<file path="src/rtl/mips_cpu_pkg.sv">
// mips_cpu_pkg
// Shared definitions for the ALU issue slice:
//   - alu_op_e  : ALU operation codes, values match the mips_cpu_ALU encoding
//   - OP_* / FN_* : MIPS32 primary opcodes and R-type funct codes handled here
//   - wb_rec_t  : writeback record {rd, data, zero}
//   - sext16 / zext16 : immediate extension helpers
package mips_cpu_pkg;

    typedef enum logic [4:0] {
        ALU_AND    = 5'd0,
        ALU_OR     = 5'd1,
        ALU_ADD    = 5'd2,
        ALU_SUB    = 5'd3,
        ALU_SLT    = 5'd4,
        ALU_XOR    = 5'd5,
        ALU_SLL    = 5'd6,
        ALU_SRL    = 5'd7,
        ALU_SRA    = 5'd8,
        ALU_SLLV   = 5'd9,
        ALU_SRLV   = 5'd10,
        ALU_SRAV   = 5'd11,
        ALU_LUI    = 5'd12,
        ALU_SLTU   = 5'd13,
        ALU_NOR    = 5'd14,
        ALU_PASS_B = 5'd15
    } alu_op_e;

    // Primary opcodes
    localparam logic [5:0] OP_RTYPE = 6'h00;
    localparam logic [5:0] OP_ADDI  = 6'h08;
    localparam logic [5:0] OP_ADDIU = 6'h09;
    localparam logic [5:0] OP_SLTI  = 6'h0A;
    localparam logic [5:0] OP_SLTIU = 6'h0B;
    localparam logic [5:0] OP_ANDI  = 6'h0C;
    localparam logic [5:0] OP_ORI   = 6'h0D;
    localparam logic [5:0] OP_XORI  = 6'h0E;
    localparam logic [5:0] OP_LUI   = 6'h0F;

    // R-type funct codes
    localparam logic [5:0] FN_SLL  = 6'h00;
    localparam logic [5:0] FN_SRL  = 6'h02;
    localparam logic [5:0] FN_SRA  = 6'h03;
    localparam logic [5:0] FN_SLLV = 6'h04;
    localparam logic [5:0] FN_SRLV = 6'h06;
    localparam logic [5:0] FN_SRAV = 6'h07;
    localparam logic [5:0] FN_ADD  = 6'h20;
    localparam logic [5:0] FN_ADDU = 6'h21;
    localparam logic [5:0] FN_SUB  = 6'h22;
    localparam logic [5:0] FN_SUBU = 6'h23;
    localparam logic [5:0] FN_AND  = 6'h24;
    localparam logic [5:0] FN_OR   = 6'h25;
    localparam logic [5:0] FN_XOR  = 6'h26;
    localparam logic [5:0] FN_SLT  = 6'h2A;
    localparam logic [5:0] FN_SLTU = 6'h2B;

    typedef struct packed {
        logic [4:0]  rd;
        logic [31:0] data;
        logic        zero;
    } wb_rec_t;

    function automatic logic [31:0] sext16(input logic [15:0] imm);
        return {{16{imm[15]}}, imm};
    endfunction

    function automatic logic [31:0] zext16(input logic [15:0] imm);
        return {16'h0000, imm};
    endfunction

endpackage

</file>
<file path="src/rtl/mips_cpu_alu_decode.sv">
// mips_cpu_alu_decode
// Combinational map from an ALU-class MIPS32 instruction plus its register
// operands to the ALU command.
//   i_instr    : instruction word
//   i_rs_data  : GPR[rs] value
//   i_rt_data  : GPR[rt] value
//   o_op       : ALU operation
//   o_a, o_b   : ALU operands
//   o_sa       : constant shift amount
//   o_dest     : destination GPR index
//   o_legal    : instruction is one of the supported ALU-class forms
module mips_cpu_alu_decode
    import mips_cpu_pkg::*;
(
    input  logic [31:0] i_instr,
    input  logic [31:0] i_rs_data,
    input  logic [31:0] i_rt_data,
    output alu_op_e     o_op,
    output logic [31:0] o_a,
    output logic [31:0] o_b,
    output logic [4:0]  o_sa,
    output logic [4:0]  o_dest,
    output logic        o_legal
);

    logic [5:0]  w_opcode;
    logic [5:0]  w_funct;
    logic [31:0] w_simm;
    logic [31:0] w_zimm;
    // The rs index is resolved by the register file upstream; only its value is used here.
    logic        w_unused_rs_field;

    assign w_opcode          = i_instr[31:26];
    assign w_funct           = i_instr[5:0];
    assign w_simm            = sext16(i_instr[15:0]);
    assign w_zimm            = zext16(i_instr[15:0]);
    assign w_unused_rs_field = ^i_instr[25:21];

    // Opcode/funct decode into ALU command, operands and destination
    always_comb begin
        o_op    = ALU_AND;
        o_a     = 32'd0;
        o_b     = 32'd0;
        o_sa    = 5'd0;
        o_dest  = i_instr[15:11];
        o_legal = 1'b0;
        case (w_opcode)
            OP_RTYPE: begin
                o_a     = i_rs_data;
                o_b     = i_rt_data;
                o_dest  = i_instr[15:11];
                o_legal = 1'b1;
                case (w_funct)
                    FN_ADD, FN_ADDU: o_op = ALU_ADD;
                    FN_SUB, FN_SUBU: o_op = ALU_SUB;
                    FN_AND:          o_op = ALU_AND;
                    FN_OR:           o_op = ALU_OR;
                    FN_XOR:          o_op = ALU_XOR;
                    FN_SLT:          o_op = ALU_SLT;
                    FN_SLTU:         o_op = ALU_SLTU;
                    // Constant shifts take the amount from the instruction; a is unused.
                    FN_SLL: begin o_op = ALU_SLL; o_a = 32'd0; o_sa = i_instr[10:6]; end
                    FN_SRL: begin o_op = ALU_SRL; o_a = 32'd0; o_sa = i_instr[10:6]; end
                    FN_SRA: begin o_op = ALU_SRA; o_a = 32'd0; o_sa = i_instr[10:6]; end
                    // Variable shifts: the ALU takes the amount from a[4:0].
                    FN_SLLV:         o_op = ALU_SLLV;
                    FN_SRLV:         o_op = ALU_SRLV;
                    FN_SRAV:         o_op = ALU_SRAV;
                    default:         o_legal = 1'b0;
                endcase
            end
            OP_ADDI, OP_ADDIU: begin
                o_op = ALU_ADD;  o_a = i_rs_data; o_b = w_simm;
                o_dest = i_instr[20:16]; o_legal = 1'b1;
            end
            OP_SLTI: begin
                o_op = ALU_SLT;  o_a = i_rs_data; o_b = w_simm;
                o_dest = i_instr[20:16]; o_legal = 1'b1;
            end
            OP_SLTIU: begin
                // Sign-extended, then compared unsigned by the ALU.
                o_op = ALU_SLTU; o_a = i_rs_data; o_b = w_simm;
                o_dest = i_instr[20:16]; o_legal = 1'b1;
            end
            OP_ANDI: begin
                o_op = ALU_AND;  o_a = i_rs_data; o_b = w_zimm;
                o_dest = i_instr[20:16]; o_legal = 1'b1;
            end
            OP_ORI: begin
                o_op = ALU_OR;   o_a = i_rs_data; o_b = w_zimm;
                o_dest = i_instr[20:16]; o_legal = 1'b1;
            end
            OP_XORI: begin
                o_op = ALU_XOR;  o_a = i_rs_data; o_b = w_zimm;
                o_dest = i_instr[20:16]; o_legal = 1'b1;
            end
            OP_LUI: begin
                o_op = ALU_LUI;  o_a = 32'd0;     o_b = w_zimm;
                o_dest = i_instr[20:16]; o_legal = 1'b1;
            end
            default: o_legal = 1'b0;
        endcase
    end

endmodule

</file>
<file path="src/rtl/mips_cpu_alu_issue.sv">
// mips_cpu_alu_issue
// Decode-and-issue stage in front of the combinational mips_cpu_ALU.
// Stage 1 (issue register) drives the ALU; stage 2 (writeback register)
// captures the ALU result for the register file. Full back-pressure,
// one instruction per cycle.
//   i_clk, i_reset              : clock, synchronous active-high reset
//   i_instr_valid/o_instr_ready : instruction handshake
//   i_instr, i_rs_data, i_rt_data : instruction and operand values
//   o_alu_op/a/b/sa             : registered ALU command
//   i_alu_result, i_alu_zero    : ALU response (combinational from o_alu_*)
//   o_wb_valid/i_wb_ready       : writeback handshake
//   o_wb_reg/data/zero          : writeback record
//   o_illegal                   : one-cycle pulse after accepting a non-ALU instruction
module mips_cpu_alu_issue
    import mips_cpu_pkg::*;
(
    input  logic        i_clk,
    input  logic        i_reset,
    input  logic        i_instr_valid,
    output logic        o_instr_ready,
    input  logic [31:0] i_instr,
    input  logic [31:0] i_rs_data,
    input  logic [31:0] i_rt_data,
    output logic [4:0]  o_alu_op,
    output logic [31:0] o_alu_a,
    output logic [31:0] o_alu_b,
    output logic [4:0]  o_alu_sa,
    input  logic [31:0] i_alu_result,
    input  logic        i_alu_zero,
    output logic        o_wb_valid,
    input  logic        i_wb_ready,
    output logic [4:0]  o_wb_reg,
    output logic [31:0] o_wb_data,
    output logic        o_wb_zero,
    output logic        o_illegal
);

    alu_op_e     w_dec_op;
    logic [31:0] w_dec_a;
    logic [31:0] w_dec_b;
    logic [4:0]  w_dec_sa;
    logic [4:0]  w_dec_dest;
    logic        w_dec_legal;
    logic        w_s1_adv;
    logic        w_accept;

    logic        r_s1_valid;
    alu_op_e     r_alu_op;
    logic [31:0] r_alu_a;
    logic [31:0] r_alu_b;
    logic [4:0]  r_alu_sa;
    logic [4:0]  r_s1_dest;
    logic        r_wb_valid;
    wb_rec_t     r_wb;
    logic        r_illegal;

    mips_cpu_alu_decode u_decode (
        .i_instr   (i_instr),
        .i_rs_data (i_rs_data),
        .i_rt_data (i_rt_data),
        .o_op      (w_dec_op),
        .o_a       (w_dec_a),
        .o_b       (w_dec_b),
        .o_sa      (w_dec_sa),
        .o_dest    (w_dec_dest),
        .o_legal   (w_dec_legal)
    );

    // s1 may move forward whenever the wb slot is free or being drained this cycle.
    assign w_s1_adv      = !r_wb_valid || i_wb_ready;
    assign o_instr_ready = !i_reset && (!r_s1_valid || w_s1_adv);
    assign w_accept      = i_instr_valid && o_instr_ready;

    // Issue register: loads legal accepted instructions, empties when it drains
    always_ff @(posedge i_clk) begin
        if (i_reset) begin
            r_s1_valid <= 1'b0;
            r_alu_op   <= ALU_AND;
            r_alu_a    <= 32'd0;
            r_alu_b    <= 32'd0;
            r_alu_sa   <= 5'd0;
            r_s1_dest  <= 5'd0;
        end else if (w_accept && w_dec_legal) begin
            r_s1_valid <= 1'b1;
            r_alu_op   <= w_dec_op;
            r_alu_a    <= w_dec_a;
            r_alu_b    <= w_dec_b;
            r_alu_sa   <= w_dec_sa;
            r_s1_dest  <= w_dec_dest;
        end else if (w_s1_adv) begin
            // Drained (or an illegal was consumed): ALU command holds, entry is gone.
            r_s1_valid <= 1'b0;
        end else begin
            r_s1_valid <= r_s1_valid;
        end
    end

    // Writeback register: captures the ALU response as s1 advances
    always_ff @(posedge i_clk) begin
        if (i_reset) begin
            r_wb_valid <= 1'b0;
            r_wb       <= '{rd: 5'd0, data: 32'd0, zero: 1'b0};
        end else if (r_s1_valid && w_s1_adv) begin
            r_wb_valid <= 1'b1;
            r_wb       <= '{rd: r_s1_dest, data: i_alu_result, zero: i_alu_zero};
        end else if (i_wb_ready) begin
            r_wb_valid <= 1'b0;
        end else begin
            r_wb_valid <= r_wb_valid;
        end
    end

    // Illegal-instruction pulse, one cycle after the accept
    always_ff @(posedge i_clk) begin
        if (i_reset) begin
            r_illegal <= 1'b0;
        end else begin
            r_illegal <= w_accept && !w_dec_legal;
        end
    end

    assign o_alu_op   = r_alu_op;
    assign o_alu_a    = r_alu_a;
    assign o_alu_b    = r_alu_b;
    assign o_alu_sa   = r_alu_sa;
    assign o_wb_valid = r_wb_valid;
    assign o_wb_reg   = r_wb.rd;
    assign o_wb_data  = r_wb.data;
    assign o_wb_zero  = r_wb.zero;
    assign o_illegal  = r_illegal;

endmodule

</file>
<file path="config.mk">
export PLATFORM = sky130hd
export DESIGN_NAME = mips_cpu_alu_issue
export DESIGN_NICKNAME = d
export VERILOG_FILES = /design/src/rtl/mips_cpu_pkg.sv /design/src/rtl/mips_cpu_alu_decode.sv /design/src/rtl/mips_cpu_alu_issue.sv
export SDC_FILE = /design/constraint.sdc
export NUM_CORES = 1
export LEC_CHECK = 0
export CAP_MARGIN = 25
export CELL_PAD_IN_SITES_DETAIL_PLACEMENT = 1
export CELL_PAD_IN_SITES_GLOBAL_PLACEMENT = 2
export CORE_MARGIN = 2
export CORE_UTILIZATION = 22
export CTS_BUF_LIST = sky130_fd_sc_hd__clkbuf_4
export CTS_CLUSTER_SIZE = 8
export DETAILED_ROUTE_END_ITERATION = 10
export HOLD_SLACK_MARGIN = 0.15
export PLACE_DENSITY = 0.92
export SYNTH_ARGS = -nofsm -noshare
export SYNTH_HDL_FRONTEND = slang
export SYNTH_SLANG_ARGS = --single-unit
export TNS_END_PERCENT = 100
</file>
<file path="constraint.sdc">
create_clock -name i_clk -period 2.35 [get_ports i_clk]
set_input_delay 0.3525 -clock i_clk [delete_from_list [all_inputs] [get_ports i_clk]]
set_output_delay 0.3525 -clock i_clk [all_outputs]
set_load 0.03 [all_outputs]
</file>
# == Yosys cells after proc, flatten, opt, wreduce, memory -nomap -nowiden ==
# Index checks and enable logic that the tools add are counted.
# totals
output_inout_bits,115
input_bits,133
wordCells,71
regBits,120
# op_classes
muxes,14
eq_ne,22
n_reduce_logical,24
# op_table
op,n
32-bit one-hot mux with 3 select lines,1
32-bit one-hot mux with 2 select lines,1
6-bit equality test (second input constant),9
6-bit by 4-bit equality test with 1-bit output (second input constant),8
4-bit one-hot mux with 12 select lines,1
5-bit one-hot mux with 7 select lines,1
32-bit two-way mux,1
6-bit by 3-bit equality test with 1-bit output (second input constant),3
5-bit two-way mux,3
15-bit OR reduction,1
6-bit by 2-bit equality test with 1-bit output (second input constant),2
6-bit logical NOT,2
4-bit OR reduction,2
8-bit OR reduction,1
7-bit OR reduction,1
2-bit OR reduction,3
1-bit logical AND,5
1-bit two-way mux,5
1-bit logical NOT,4
2-bit nonzero test,2
3-bit OR reduction,1
1-bit logical OR,2
1-bit one-hot mux with 2 select lines,1

# == Longest topological paths before layout ==
# Gate-level depths: netlist of the first run.
# logic_depth
ltp_word,7
mapped_depth,8
depth_no_buf,5

# == By module ==
# A second synthesis of the first run with hierarchy kept.
# hier_totals
cells_unflattened,702
hier_area_um2,5714.2
# by_module_without_submodules
module,area_each_um2,n_inst,seq_area_each_um2,cells_each
mips_cpu_alu_issue,4723.3,1,2402.3,547
mips_cpu_alu_decode,991.0,1,0.0,155

# == Least setup slack after synthesis of the first run ==
# No wires, ideal clock.
# synth_timing
path_kind,input to register
start,in i_instr[2]
end,"reg r_alu_a[12], in the netlist o_alu_a[12]"
slack_ns,0.586
path_buffers,2
setup_ns,0.132
required_time_ns,2.218
arrival_time_ns,1.632
path_stages,7
path_cell_list,buf_2 > or4_1 > nor2_1 > o22ai_1 > clkbuf_1 > nand4_1 > a21oi_1
# synth_between
elab_chain_cells,5
word_cells_on_any_way,22
classes_between,14 x eq/ne; 4 x mux; 4 x reduce/logical
# synth_rtl
element,line,source
"start, declared",mips_cpu_alu_issue.sv:21,"input logic [31:0] i_instr,"
6-bit equality test (tied with other cells),mips_cpu_alu_decode.sv:53,case (w_funct)
15-bit OR reduction (no line),--,
1-bit two-way mux,mips_cpu_alu_decode.sv:53,
1-bit one-hot mux with 2 select lines,mips_cpu_alu_decode.sv:47,case (w_opcode)
1-bit logical AND,mips_cpu_alu_issue.sv:83,end else if (w_accept && w_dec_legal) begin
"end signal, assigned",mips_cpu_alu_issue.sv:86,r_alu_a <= w_dec_a;
"end, declared",mips_cpu_alu_issue.sv:49,logic [31:0] r_alu_a;
# Several ways; a longest one is shown, not always the timed one.
# A chain may end at the register's enable or synchronous reset.

# == Final worst setup path of the first run ==
# layout_timing
start,"reg r_wb_valid, in the netlist o_wb_valid"
end,out o_instr_ready
# layout_between
elab_chain_cells,4
# layout_rtl
element,line,source
"start, declared",mips_cpu_alu_issue.sv:53,logic r_wb_valid;
"start signal, assigned",mips_cpu_alu_issue.sv:109,r_wb_valid <= r_wb_valid;
1-bit logical NOT,mips_cpu_alu_issue.sv:70,assign w_s1_adv = !r_wb_valid || i_wb_ready;
1-bit logical OR,mips_cpu_alu_issue.sv:70,
1-bit logical OR,mips_cpu_alu_issue.sv:71,assign o_instr_ready = !i_reset && (!r_s1_valid || w_s1_adv);
1-bit logical AND,mips_cpu_alu_issue.sv:71,
"end, declared",mips_cpu_alu_issue.sv:20,"output logic o_instr_ready,"
# Every way passes these cells.

==> impl_results.md, run 1 <==
- Status: finished, final reports clean
- CP required: 2.00 ns
- Synthesized area per cell: 8.15 µm²
- Final hold viol count: 0
- DRT Pass-1 Iters: 4
- Largest cells by area after synthesis: dfxtp_1 (48%), a21oi_1 (14%), nand2_1 (7.3%)
- Post-synth cell types: 40
- Final WL: 20400 µm
- Post-synth net total: 740
- Drt wl/cell: 17.9 µm
- Fraction of layout cells with a size suffix above 1: 0.0979
- DRC Markers: 0
- Synthesized flop and latch total: 119
- GP Congestion: 0.810
- Total power: 0.00428 W
- Final setup violation count: 0
- CP max-delay cell: dlygate4sd2_1
- Leak: 2.63 nW
- P per Cell Area: 523 nW/µm²
- Fin util: 0.373
- Vias in the first global route: 5673
- CTS root buf: clkbuf_4
- Core ar.: 22000 µm²
- Bufs on Longest Clock Path: 2
- Number of post-CTS setup repair buffers: 0
- Unrepaired setup endpoints after global routing: no
- Yosys top cell by area: dfxtp_1
- Setup TNS: 0 ns
- Worst slew margin: 0.372
- CTS tree: yes
- CP Class: reg -> out
- Clk_skew: 0.0114 ns
- Sequential area share after synthesis: 0.482
- Final min period: 2.02 ns
- Initial antenna violation count: 1
- Grt total ovfl: 0
- Slew @ Worst Pin: 0.942 ns
- Crit path max fanout: 4
- Largest family of logic cells by synthesized area: compound AO/OA/AOI/OAI gates
- Die W: 154 µm
- Num CTS Buffers: 17
- Nets: 978
- Max Fclk: 0.496 GHz
- Crit path cell chain: nor2b_1, a21oi_1, dlygate4sd2_1
- Setup crit start kind: register
- Port Buffer Count: 241
- Final antenna-violating net count: 0
- Xor/xnor cell area share of the yosys netlist: 0.00354
- Buf/Inv on CP: 1
- Multiplexer share of the synthesized area: 0
- Initial Util: 0.225
- # clock sinks: 119
- Detailed Route Iter0 Violations: 252
- Yosys Warn Count: 0
- First-pass GRT wire length: 31900 µm
- Rows: 54
- Post-Synth Simple-Gate Area: 0.170
- Largest net degree at the start of global routing: 80
- Final Cycle Share: 0.858
- Slew Viols, Final: 0
- Via-per-instance ratio: 4.85
- Adder-cell share of the synthesized area: 0
- Die height: 154 µm
- I/O pins: 248
- Worst-path clk slew: 0.12 ns
- Synth Area in Compound Gates: 0.286
- # H-tree levels: 4
- Total Routing Usage GR: 0.170
- Via Count: 5522
- Post-Syn Area: 4950 µm²
- Synth-to-layout area growth: 65.5%
- DP HPWL: 14500 µm
- Worst hold path class: in -> reg
- Skew-Pair Late Insertion Delay: 0.53 ns
- N_diodes: 0
- Crit end category: primary output
- Arrival @ worst endpoint: 1.66 ns
- Max-Cap Viols: 0
- Max stage delay on crit path: 0.38 ns
- Die Area: 23700 µm²
- Top-area cell type share of the netlist area: 0.482
- Critical path's top delay family: buffers and inverters
- Cells after Synth: 607
- Max VDD drop: 0.267 mV
## Yosys cell counts, drive strengths merged
cell type	n
a211oi	33
a21o	2
a21oi	141
a221oi	1
a22oi	15
a311oi	7
a31o	1
a32oi	1
and2	1
and3	3
buf	23
clkbuf	42
conb	1
dfxtp	119
nand2	96
nand2b	3
nand3	2
nand3b	4
nand4	37
nor2	11
nor2b	5
nor3	3
nor3b	2
nor4	1
nor4b	1
o211ai	1
o21ai	43
o21bai	2
o22ai	1
or3	2
or4	1
xor2	2
## where the power goes
part | total, W | leakage, nW | switching [W] | internal (W)
Combinational | 0.000596 | 1.51 | 0.000290 | 0.000306
Clock | 0.00164 | 0.162 | 0.000900 | 0.000743
Sequential | 0.00204 | 0.959 | 0.00000826 | 0.00203
Total | 0.00428 | 2.63 | 0.00120 | 0.00308
## per-stage QoR
| step | setup slack (ns) | cell area [µm²] | instances | hold WS, ns |
|---|---|---|---|---|
| finish | 0.333 | 8190 | 1138 | 0.316 |
| global route | 0.152 | 8190 | 1138 | 0.272 |
| CTS | 0.240 | 8190 | 1138 | 0.245 |
| detailed placement | -0.0581 | 7890 | 1106 | 0.449 |
| global placement | 0.0192 | 7890 | 1106 | 0.442 |
| floorplan | 0.586 | 4950 | 607 | 0.432 |
## kinds of logic (layout without fill, tap and decap cells)
| family | count (synthesis) | after routing |
|---|---|---|
| compound gates | 248 | 248 |
| flops | 119 | 119 |
| buf+inv | 65 | 316 |
| simple gates | 172 | 172 |
| other cells | 1 | 1 |
| xor+xnor | 2 | 2 |
## final cells by class
class	instances	area (µm²)
fillers	2582	13800
repair buffers	284	2830
flip-flops and latches	119	2380
multi-input cells	423	2320
well taps	280	350
clock inverters	15	176
clock buffers	17	128
## worst paths after layout
check	from	cells after the start	slack [ns]	end
hold / removal	i_reset	3	0.32	o_illegal
hold reg to reg	r_s1_dest[3]	2	0.46	o_wb_reg[3]
setup / recovery	o_wb_valid	3	0.33	o_instr_ready
setup reg to reg	r_s1_valid	6	0.67	o_alu_a[19]
## placed cells by master (no fill, tap or decap), types with 8 or more instances in the layout
| master | netlist | layout |
|---|---|---|
| o21ai_0 | 43 | 43 |
| clkdlybuf4s50_1 | 0 | 239 |
| nor2_1 | 11 | 10 |
| a22oi_1 | 15 | 15 |
| a211oi_1 | 33 | 33 |
| a21oi_1 | 140 | 140 |
| buf_12 | 0 | 8 |
| buf_4 | 4 | 36 |
| nand2_1 | 96 | 96 |
| dfxtp_1 | 119 | 119 |
| nand4_1 | 37 | 37 |
| clkbuf_4 | 0 | 17 |
## repair_timing
item	CTS	global route
endpoints found under the setup margin	1	0
endpoints found under the hold margin	0	0
resized for setup	1	0
hold buffers	0	0
## tightest hold or removal path, cell delays in order
cell,delay [ns]
buf_4,0.10
nand3b_1,0.24
nor3_1,0.09
## routing by layer
metal	vias up	part of all wire	track usage
met5	-	0.00059	0
met1	2646	0.44	0.208
met2	185	0.47	0.286
met3	12	0.073	0.0598
li1	2677	-	-
met4	2	0.012	0.0441
Note: power is estimated with default switching activity, not from simulation.
==> run 2, diff against run 1 <==
Settings changed: ABC_AREA set to 0, CORE_MARGIN 2 to unset.
==> impl_results.md, run 2 (synthesis gave the netlist of run 1 again) <==
- Unrepaired setup endpoints after global routing: no
- Final setup violation count: 0
- Fraction of layout cells with a size suffix above 1: 0.0981
- Core ar.: 22000 µm²
- Total Routing Usage GR: 0.176
- Die height: 152 µm
- Max VDD drop: 0.211 mV
- CTS tree: yes
- First-pass GRT wire length: 31900 µm
- Commonest non-fill, non-tap cell in the layout: clkdlybuf4s50_1
- Worst-path clk slew: 0.13 ns
- Vias in the first global route: 5555
- DRC Markers: 42
- Final antenna-violating net count: 0
- Leak: 2.60 nW
- Max stage delay on crit path: 0.43 ns
- CP max-delay cell: dlygate4sd2_1
- Crit path cell chain: nor2b_1, buf_4, a21oi_1, dlygate4sd2_1
- Via-per-instance ratio: 4.87
- Die W: 152 µm
- N_diodes: 0
- Worst slew margin: 0.366
- Max Fclk: 0.480 GHz
- Synth-to-layout area growth: 64.8%
- Die Area: 23100 µm²
- Bufs on Longest Clock Path: 2
- Crit end category: primary output
- Setup crit start kind: register
- DRT Pass-1 Iters: 7
- Fin util: 0.371
- Via Count: 5527
- CTS root buf: clkbuf_4
- CP Class: reg -> out
- Worst setup margin: 0.266 ns
- Total power: 0.00403 W
- Largest net degree at the start of global routing: 81
- Critical path's top delay family: buffers and inverters
- Failing checks: design-rule violations
- Arrival @ worst endpoint: 1.73 ns
- Worst hold path class: in -> reg
- CTS resizes: 1
- Drt wl/cell: 18.0 µm
- Post-CTS Hold Buffers: 0
- Slew @ Worst Pin: 0.952 ns
- GP Congestion: 0.769
- Rows: 54
- Final min period: 2.08 ns
- Skew-Pair Late Insertion Delay: 0.54 ns
- Setup TNS: 0 ns
- Max-Cap Viols: 0
- # clock sinks: 119
- DP Area: 7890 µm²
- Status: finished with violations
- Port Buffer Count: 241
- Place WS: -0.0584 ns
- Most frequent cells in the layout: clkdlybuf4s50_1 (239), a21oi_1 (140), dfxtp_1 (119)
- Initial antenna violation count: 1
- Post-route cell area: 8150 µm²
- Slew Viols, Final: 0
- Final WL: 20500 µm
- P per Cell Area: 495 nW/µm²
- # H-tree levels: 4
- Crit path max fanout: 3
- DP HPWL: 14500 µm
- Clk_skew: 0.0147 ns
- Buf/Inv on CP: 2
- Nets: 976
- Num CTS Buffers: 17
- Final hold viol count: 0
- Detailed Route Iter0 Violations: 286
- Final Cycle Share: 0.887
- I/O pins: 248
- Initial Util: 0.225
- Number of post-CTS setup repair buffers: 0
- Grt total ovfl: 0
- CP required: 2.00 ns
run 2: changes by cell type in the layout (fill, tap and decap cells not counted), moves of 2 or more:
cell / change
clkinvlp_4: +4
buf_4: -5
inv_6: +3
clkinv_1: -2
bufinv_16: -3
buf_12: +2
clkinv_4: -3
run 2: per-stage QoR:
step                      hold WS, ns  instances
after floorplan                 0.432        607
after global placement          0.442       1103
after detailed placement        0.448       1103
after CTS                       0.281       1135
after global routing            0.271       1136
final                           0.325       1136
run 2: cell type report:
class	count	area (µm²)
Multi-Input combinational cell	423	2320
Timing Repair Buffer	282	2850
Fill cell	2576	13800
Clock buffer	17	128
Clock inverter	15	120
Sequential cell	119	2380
Tap cell	280	350
run 2: worst reg2reg max path: stages, from the launching register on:
cell and delay, ns:
dfxtp_1 0.37, nand3b_1 0.14, nand3b_1 0.26, a21oi_4 0.33, buf_4 0.25, a21oi_1 0.09, a311oi_1 0.24
run 2: worst paths after layout:
| check | slack [ns] | end | cells after the start | start |
|---|---|---|---|---|
| setup / recovery | 0.27 | o_instr_ready | 4 | o_wb_valid |
| hold / removal | 0.33 | o_illegal | 3 | i_reset |
| setup reg to reg | 0.58 | r_s1_dest[3] | 6 | r_s1_valid |
| hold reg to reg | 0.46 | o_wb_data[16] | 2 | o_wb_data[16] |
run 2: power by group:
group          internal [W]  leakage, nW  switching [W]
clock              0.000439        0.124       0.000947
sequential          0.00203        0.959     0.00000886
combinational      0.000310         1.51       0.000292
total               0.00278         2.60        0.00125
run 2: routing by layer:
metal  vias up  global-route usage  part of all wire
li1       2672                   -                 -
met1      2621               0.220              0.43
met2       205               0.289              0.47
met3        27              0.0550             0.084
met4         2              0.0544             0.020
met5         -                   0           0.00064
==> run 3, diff against run 2 <==
Settings changed: SETUP_SLACK_MARGIN set to 0.02.
Clock period 2.35 ns to 2.04 ns, I/O delays scaled along.
==> impl_results.md, run 3 (synthesis gave the netlist of run 1 again) <==
- Unrepaired setup endpoints after global routing: no
- Worst-path clk slew: 0.12 ns
- Max stage delay on crit path: 0.72 ns
- Commonest non-fill, non-tap cell in the layout: clkdlybuf4s50_1
- Reg area: 2380 µm²
- Final WL: 20400 µm
- Die Area: 23100 µm²
- Via-per-instance ratio: 4.84
- Final setup violation count: 0
- Post-route insts no fill: 1153
- Grt total ovfl: 0
- First-pass GRT wire length: 32100 µm
- Port Buffer Count: 241
- Bufs on Longest Clock Path: 2
- Vias in the first global route: 5768
- Drt wl/cell: 17.7 µm
- Setup crit start kind: register
- Final hold viol count: 0
- Crit end category: primary output
- DP HPWL: 14700 µm
- Skew-Pair Late Insertion Delay: 0.53 ns
- I/O pins: 248
- Initial antenna violation count: 0
- GP Congestion: 0.790
- Via Count: 5577
- CP required: 1.73 ns
- Nets: 993
- Rows: 54
- Max Fclk: 0.526 GHz
- Crit path cell chain: clkdlybuf4s50_1
- CTS root buf: clkbuf_4
- # fillers: 2579
- Slew Viols, Final: 0
- Critical path's top delay family: buffers and inverters
- CTS tree: yes
- Most frequent cells in the layout: clkdlybuf4s50_1 (230), a21oi_1 (140), dfxtp_1 (119)
- Largest net degree at the start of global routing: 80
- Max VDD drop: 0.264 mV
- Slew @ Worst Pin: 0.892 ns
- Final antenna-violating net count: 0
- Max-Cap Viols: 0
- Total Routing Usage GR: 0.176
- # H-tree levels: 4
- DRC Markers: 40
- Synth-to-layout area growth: 67.6%
- Num CTS Buffers: 17
- Die height: 152 µm
- Initial Util: 0.225
- Final min period: 1.90 ns
- Core ar.: 22000 µm²
- Fin util: 0.378
- Placed Cells: 1121
- # clock sinks: 119
- Post-CTS Hold Buffers: 0
- Final Cycle Share: 0.932
- N_diodes: 0
- P per Cell Area: 566 nW/µm²
- Clk_skew: 0.0190 ns
- Worst slew margin: 0.405
- Worst hold path class: in -> reg
- Die W: 152 µm
- Failing checks: design-rule violations
- DRT Pass-1 Iters: 7
- CP Class: reg -> out
- CP max-delay cell: clkdlybuf4s50_1
- Fraction of layout cells with a size suffix above 1: 0.115
- Multi-input logic area: 2320 µm²
- Detailed Route Iter0 Violations: 269
- Leak: 2.84 nW
- Arrival @ worst endpoint: 1.60 ns
- Status: finished with violations
- Buf/Inv on CP: 1
- Crit path max fanout: 2
==> run 3: cell types whose count changed in the layout (fill, tap and decap cells not counted), sizes merged <==
cell	previous run	this run
clkinvlp	5	2
clkinv	3	9
buf	42	60
clkdlybuf4s50	239	230
dlymetal6s2s	0	8
bufinv	0	1
inv	7	3
==> run 3: layout make-up <==
| class | instances | share of cell area |
|---|---|---|
| clock inverter | 15 | 0.0155 |
| multi-input combinational | 423 | 0.280 |
| clock buffer | 17 | 0.0154 |
| tap | 280 | 0.0423 |
| sequential | 119 | 0.287 |
| timing repair buffer | 299 | 0.360 |
==> run 3: power breakdown <==
part           switching (W)  total (W)  internal (W)  leakage, nW
combinational       0.000340   0.000716      0.000376         1.74
sequential        0.00000996    0.00235       0.00234        0.959
clock                0.00102    0.00163      0.000607        0.138
==> run 3: path summary, 6_finish.rpt <==
kind	startpoint	end	slack (ns)	cells after the start
setup / recovery	o_alu_op[0]	o_alu_op[0]	0.14	1
hold / removal	i_reset	o_illegal	0.28	3
setup reg to reg	r_s1_valid	o_alu_a[12]	0.32	6
hold reg to reg	o_wb_reg[4]	o_wb_reg[4]	0.46	2
==> run 3: worst register-to-register path: cells and delay by family, from the launching register on <==
kind	cells	cell delay, ns
compound gates	3	0.59
simple gates	2	0.38
buf+inv	1	0.24
flops	1	0.36
==> run 3: repair_timing <==
| item | 4_1_cts | 5_1_grt |
|---|---|---|
| endpoints found under the hold margin | 0 | 0 |
| resized for setup | 1 | 8 |
| endpoints found under the setup margin | 1 | 8 |
| buffers inserted | 0 | 0 |
| gates cloned | 0 | 0 |
==> run 3: through the flow <==
step	setup slack, ns	hold WS [ns]	instance area, µm²	TNS, ns	total power [W]
2_1_floorplan	0.322	0.432	4950	0	0.00265
3_3_place_gp	-0.302	0.441	8000	-21.83	0.00312
3_5_place_dp	-0.333	0.447	8020	-21.39	0.00312
4_1_cts	0.0202	0.207	8270	0	0.00479
5_1_grt	0.0212	0.222	8290	0	0.00494
6_report	0.138	0.282	8290	0	0.00469
==> run 3: routing by layer <==
| metal | vias to the layer above | share of wire | GRT usage | wire length, µm |
|---|---|---|---|---|
| met2 | 186 | 0.48 | 0.296 | 9700 |
| met3 | 15 | 0.075 | 0.0585 | 1520 |
| met4 | 0 | 0.011 | 0.0457 | 226 |
| met1 | 2675 | 0.44 | 0.216 | 8930 |
| met5 | - | 0 | 0 | 0 |
| li1 | 2701 | - | - | - |
